**config.mk**
```make
export PLATFORM = sky130hd
export DESIGN_NAME = uart_tx_fifo
export DESIGN_NICKNAME = d
export VERILOG_FILES = /design/src/rtl/uart_tx_fifo.sv
export SDC_FILE = /design/constraint.sdc
export NUM_CORES = 1
export LEC_CHECK = 0
export ABC_AREA = 1
export ABC_CLOCK_PERIOD_IN_PS = 5650
export CORE_ASPECT_RATIO = 1.75
export CORE_MARGIN = 2
export CORE_UTILIZATION = 34
export CTS_CLUSTER_SIZE = 20
export DETAILED_ROUTE_END_ITERATION = 10
export DONT_BUFFER_PORTS = 1
export SYNTH_ARGS = -nofsm -noshare
export SYNTH_HDL_FRONTEND = slang
export SYNTH_SLANG_ARGS = --single-unit
```
**constraint.sdc**
```tcl
create_clock -name clk_in -period 5.65 [get_ports clk_in]
set_clock_uncertainty 0.05 [all_clocks]
set_input_delay 0.2825 -clock clk_in [delete_from_list [all_inputs] [get_ports clk_in]]
set_output_delay 0.2825 -clock clk_in [all_outputs]
set_load 0.005 [all_outputs]
```
**src/rtl/uart_tx_fifo.sv**
```systemverilog
`default_nettype none
// ============================================================================
// Module      : uart_tx_fifo
// Description : FIFO-buffered UART transmitter with optional parity, 1/2 stop
//               bits and a per-frame latched baud prescaler.
// Revision    : 1.0 - initial release
// ============================================================================
module uart_tx_fifo #(
    parameter int DATA_BITS    = 8,
    parameter int STOP_BITS    = 1,
    parameter int PARITY_MODE  = 0,
    parameter int OVERSAMPLING = 16,
    parameter int FIFO_DEPTH   = 8
) (
    input  logic                          clk_in,
    input  logic                          n_rst,
    input  logic                          wr_en,
    input  logic [DATA_BITS-1:0]          data_in,
    input  logic [15:0]                   baud_div,
    output logic                          tx,
    output logic                          busy,
    output logic                          full,
    output logic                          empty,
    output logic [$clog2(FIFO_DEPTH):0]   level,
    output logic                          overflow
);

    localparam int AW = $clog2(FIFO_DEPTH);
    localparam int LW = AW + 1;
    localparam int OW = $clog2(OVERSAMPLING);
    localparam int BW = $clog2(DATA_BITS + 1);

    typedef enum logic [2:0] {
        S_IDLE   = 3'd0,
        S_START  = 3'd1,
        S_DATA   = 3'd2,
        S_PARITY = 3'd3,
        S_STOP   = 3'd4
    } state_e;

    logic [DATA_BITS-1:0] mem_q [FIFO_DEPTH];
    logic [AW-1:0]        wptr_q, rptr_q;
    logic [LW-1:0]        level_q, level_d;
    logic                 full_q, empty_q, ovf_q;
    logic                 push, pop;
    logic [DATA_BITS-1:0] head;

    state_e               state_q, state_d;
    logic [DATA_BITS-1:0] shift_q, shift_d;
    logic                 par_q, par_d;
    logic [15:0]          div_q, div_d;
    logic [15:0]          presc_q, presc_d;
    logic [OW-1:0]        os_q, os_d;
    logic [BW-1:0]        bit_q, bit_d;
    logic                 tx_q, tx_d;
    logic                 busy_q, busy_d;
    logic                 tick, bit_end;

    // full is the registered flag, so a write while full is refused even if a pop happens this cycle
    assign push    = wr_en && !full_q;
    assign level_d = level_q + LW'(push) - LW'(pop);
    assign head    = mem_q[rptr_q];

    always_ff @(posedge clk_in) begin
        if (push) begin
            mem_q[wptr_q] <= data_in;
        end
    end

    always_ff @(posedge clk_in or negedge n_rst) begin
        if (!n_rst) begin
            wptr_q  <= '0;
            rptr_q  <= '0;
            level_q <= '0;
            full_q  <= 1'b0;
            empty_q <= 1'b1;
            ovf_q   <= 1'b0;
        end else begin
            if (push) wptr_q <= wptr_q + AW'(1);
            if (pop)  rptr_q <= rptr_q + AW'(1);
            level_q <= level_d;
            full_q  <= (level_d == LW'(FIFO_DEPTH));
            empty_q <= (level_d == '0);
            ovf_q   <= wr_en && full_q;
        end
    end

    always_ff @(posedge clk_in or negedge n_rst) begin
        if (!n_rst) begin
            state_q <= S_IDLE;
            shift_q <= '0;
            par_q   <= 1'b0;
            div_q   <= '0;
            presc_q <= '0;
            os_q    <= '0;
            bit_q   <= '0;
            tx_q    <= 1'b1;
            busy_q  <= 1'b0;
        end else begin
            state_q <= state_d;
            shift_q <= shift_d;
            par_q   <= par_d;
            div_q   <= div_d;
            presc_q <= presc_d;
            os_q    <= os_d;
            bit_q   <= bit_d;
            tx_q    <= tx_d;
            busy_q  <= busy_d;
        end
    end

    always_comb begin
        state_d = state_q;
        shift_d = shift_q;
        par_d   = par_q;
        div_d   = div_q;
        presc_d = presc_q;
        os_d    = os_q;
        bit_d   = bit_q;
        pop     = 1'b0;
        tick    = 1'b0;
        bit_end = 1'b0;

        if (state_q != S_IDLE) begin
            tick    = (presc_q == div_q);
            bit_end = tick && (os_q == OW'(OVERSAMPLING - 1));
            presc_d = tick ? '0 : presc_q + 16'd1;
            if (tick) begin
                os_d = bit_end ? '0 : os_q + OW'(1);
            end
        end

        case (state_q)
            S_IDLE: begin
                pop = !empty_q;
            end
            S_START: begin
                if (bit_end) state_d = S_DATA;
            end
            S_DATA: begin
                if (bit_end) begin
                    shift_d = shift_q >> 1;
                    if (bit_q == BW'(DATA_BITS - 1)) begin
                        bit_d   = '0;
                        state_d = (PARITY_MODE != 0) ? S_PARITY : S_STOP;
                    end else begin
                        bit_d = bit_q + BW'(1);
                    end
                end
            end
            S_PARITY: begin
                if (bit_end) state_d = S_STOP;
            end
            S_STOP: begin
                if (bit_end) begin
                    if (bit_q == BW'(STOP_BITS - 1)) begin
                        state_d = S_IDLE;
                        pop     = !empty_q;
                    end else begin
                        bit_d = bit_q + BW'(1);
                    end
                end
            end
            default: state_d = S_IDLE;
        endcase

        // Frame start shared by the idle launch and the back-to-back stop->start hop
        if (pop) begin
            state_d = S_START;
            shift_d = head;
            par_d   = ^head;
            div_d   = baud_div;
            presc_d = '0;
            os_d    = '0;
            bit_d   = '0;
        end
    end

    always_comb begin
        busy_d = (state_d != S_IDLE);
        case (state_d)
            S_START:  tx_d = 1'b0;
            S_DATA:   tx_d = shift_d[0];
            S_PARITY: tx_d = (PARITY_MODE == 2) ? ~par_q : par_q;
            default:  tx_d = 1'b1;
        endcase
    end

    assign tx       = tx_q;
    assign busy     = busy_q;
    assign full     = full_q;
    assign empty    = empty_q;
    assign level    = level_q;
    assign overflow = ovf_q;

endmodule
`default_nettype wire

```
==> out/qor.yml <==
hold_path:
  min_from: "baud_div[15]"
  min_to: "div_q[15]"
  hp-class: "in -> reg"
  hold_depth: 2
logic_synthesis:
  synthXorXnorAreaFrac: 0.0323
  synth_cells: 760
  yosys.area_share.adder: 0.0223
  synth_ff_type: "dfrtp_1"
  async_flop_share: 0.511
  synthMuxAreaShare: 0
  yosys_warnings: 0
  yosys.cell_types.count: 38
  syn-num-nets: 798
  synth_compound_area_frac: 0.0604
  syn_area_per_cell_sq_um: 8.56
  synth_edf_count: 64
  ys_ff_latch: 131
  synthSimpleGateAreaFrac: 0.266
  seq_area_frac_synth: 0.553
  synth_top_family_by_area: "simple AND/OR/NAND/NOR gates"
  syn_area_sq_um: 6510
cts:
  path_clk_slew_ns: 0.06
  cts_tree: "done"
  cts_max_path_buffers: 2
  insertion_delay_ns: 0.43
  root_buffer: "clkbuf_16"
  postCtsSetupBuffers: 0
  h-tree-depth: 4
  cts.sink_count: 131
  numCtsBuffers: 17
timing:
  tns_ns: 0
  finalWorstSetupSlack_ns: 2.01
  relSlewSlack: 0.344
  fin_crit_sh: 0.645
  min_period_ns: 3.64
  drv_slew: 0
  worst_pin_slew_ns: 0.980
  hold_violations: 0
  rsz0062_at_grt: "no"
  max_freq_mhz: 275
  setup_violations: 0
critical_path:
  setup.worst_path.start: "presc_q[4]"
  r2r_setup_slack_ns: 2.01
  worstPathArrival_ns: 3.95
  cp_data_required_time_ns: 5.96
  worst_setup_path_start_kind: "flip-flop"
  cp_max_fo: 42
  r2r_end: "full"
  endpoint_kind: "flip-flop"
  reg2reg_from: "presc_q[4]"
  reg2reg_depth: 17
  setup.worst_path.class: "reg -> reg"
pwr:
  power_density_nw_per_um2: 346
  switching_power_uw: 750
  cellInternalPower_uw: 1860
  power_leakage_uw: 0.00332
  peakVddDrop_mv: 0.153
  swShare: 0.287
  total_power_uw: 2610
  p_comb_frac: 0.125
  pwr-share-clk: 0.421
  pwr-share-seq: 0.454
die:
  start_util: 0.343
  die_h_um: 187
  coreArea_sq_um: 18900
  dieArea_sq_um: 20300
  rows: 67
  die_x_um: 109
  ioPinCount: 36
drt:
  drt_first_pass_iters: 5
  wl_mm: 14.7
  drt_iter0_drc: 205
  via_per_inst: 4.71
  drc: 0
  route.antenna.remaining_nets: 0
  vias: 4880
  wl_per_cell_um: 14.1
outcome:
  outcome: "completed"
run:
  maxCapViolations: 0
place:
  dp_slack_ns: 1.98
  hpwlAfterDp_mm: 10.2
  gp_congestion: 0.835
  io_buffers: 0
  place_area_sq_um: 6680
cells_and_area:
  final_nets: 821
  n_antenna_cell: 0
  design_area_sq_um: 7550
  final_cell_mix: "nand2_1, nor2_1, inv_1, dfrtp_1"
  layout_commonest_cell: "nand2_1"
  post_route_cells_drive_above_1_share: 0.0653
  fillerInstances: 1962
  area_growth_pct: 16.0
  register_area_sq_um: 3600
  final_util: 0.398
  multiInputGateArea_sq_um: 2480
grt:
  groute.usage.overall: 0.155
  antenna_found_initial: 0
  grt-ovfl-total: 0
  grt_pass1_wl_mm: 24.2
  grt_max_degree: 68
  grt_pass1_vias: 5007
-- what timing repair did --
action                     4_1_cts  5_1_grt
setup endpoints to repair        0        0
hold buffers                    26        0
resized for setup                0        0
hold endpoints to repair       147        0
-- cells by family (layout without fill, tap and decap cells) --
group           Yosys count  count (layout)
compound gates           76              76
xor+xnor                 24              24
fa+ha+maj                11              11
buf+inv                 100             136
flops                   131             131
simple gates            418             418
-- how the worst max path moves through the flow --
stage	end	cells past startpoint
6_report	full	17
3_5_place_dp	empty	17
4_1_cts	full	17
3_3_place_gp	empty	17
2_1_floorplan	empty	16
5_1_grt	full	18
-- area by class of cell --
| type | count | share of cell area |
|---|---|---|
| inverter | 77 | 0.0386 |
| tap | 241 | 0.0399 |
| sequential | 131 | 0.477 |
| clock inverter | 15 | 0.0217 |
| clock buffer | 17 | 0.0564 |
| multi-input combinational | 529 | 0.329 |
| timing repair buffer | 27 | 0.0378 |
-- power groups by stage --
stage / sequential [uW] / combinational (uW) / clock [uW]
6_report: 1190 / 327 / 1100
5_1_grt: 1200 / 381 / 1160
4_1_cts: 1190 / 336 / 1120
3_5_place_dp: 1210 / 300 / 0
3_3_place_gp: 1200 / 296 / 0
2_1_floorplan: 1180 / 239 / 0
-- cell usage after synthesis, types with 3 or more instances --
cell type / number / area, sq um
a21oi_1: 3 / 15.0
buf_2: 12 / 60.1
buf_6: 3 / 33.8
dfrtp_1: 65 / 1630
edfxtp_1: 64 / 1920
ha_1: 10 / 125
inv_1: 72 / 270
inv_2: 3 / 11.3
nand2_1: 219 / 822
nand2_2: 3 / 18.8
nand3_1: 45 / 225
nand3b_1: 4 / 30.0
nand4_1: 13 / 81.3
nor2_1: 120 / 450
nor3_1: 3 / 15.0
o21ai_0: 64 / 320
o21ai_1: 4 / 20.0
xnor2_1: 6 / 52.6
xor2_1: 18 / 158
-- registers in the layout, indices dropped and copies added, names as in the netlist --
name      cells
bit_q         4
level         4
mem_q        64
tx            1
empty         1
wptr_q        3
full          1
os_q          4
div_q        16
shift_q       8
busy          1
rptr_q        3
overflow      1
state_q       3
par_q         1
presc_q      16
-- critical path, stage by stage (launching register included) --
cell	delay [ns]
dfrtp_1	0.44
inv_1	0.10
nand2_1	0.05
nand2_1	0.07
nor2_1	0.04
nand2_1	0.11
nor2_2	0.06
nand4_1	0.09
nand2_2	0.09
nand2_4	0.24
clkinv_2	0.52
ha_1	0.50
inv_1	0.04
ha_1	0.19
fa_1	0.38
xor2_1	0.18
or3_1	0.32
nor2_1	0.10
-- routing by layer --
metal | up-vias | share of wire | GRT usage
met5 | - | 0 | 0
met4 | 0 | 0.024 | 0.0715
met3 | 22 | 0.023 | 0.0321
met2 | 73 | 0.56 | 0.289
met1 | 2293 | 0.39 | 0.160
li1 | 2492 | - | -
-- stage by stage --
stage	std cells	hold slack, ns
finish	1037	0.0137
global placement	979	-0.0599
CTS	1037	0.0112
global route	1037	0.0187
floorplan	760	-0.0631
detailed placement	979	-0.0598
Note: power is estimated with default switching activity, not from simulation.
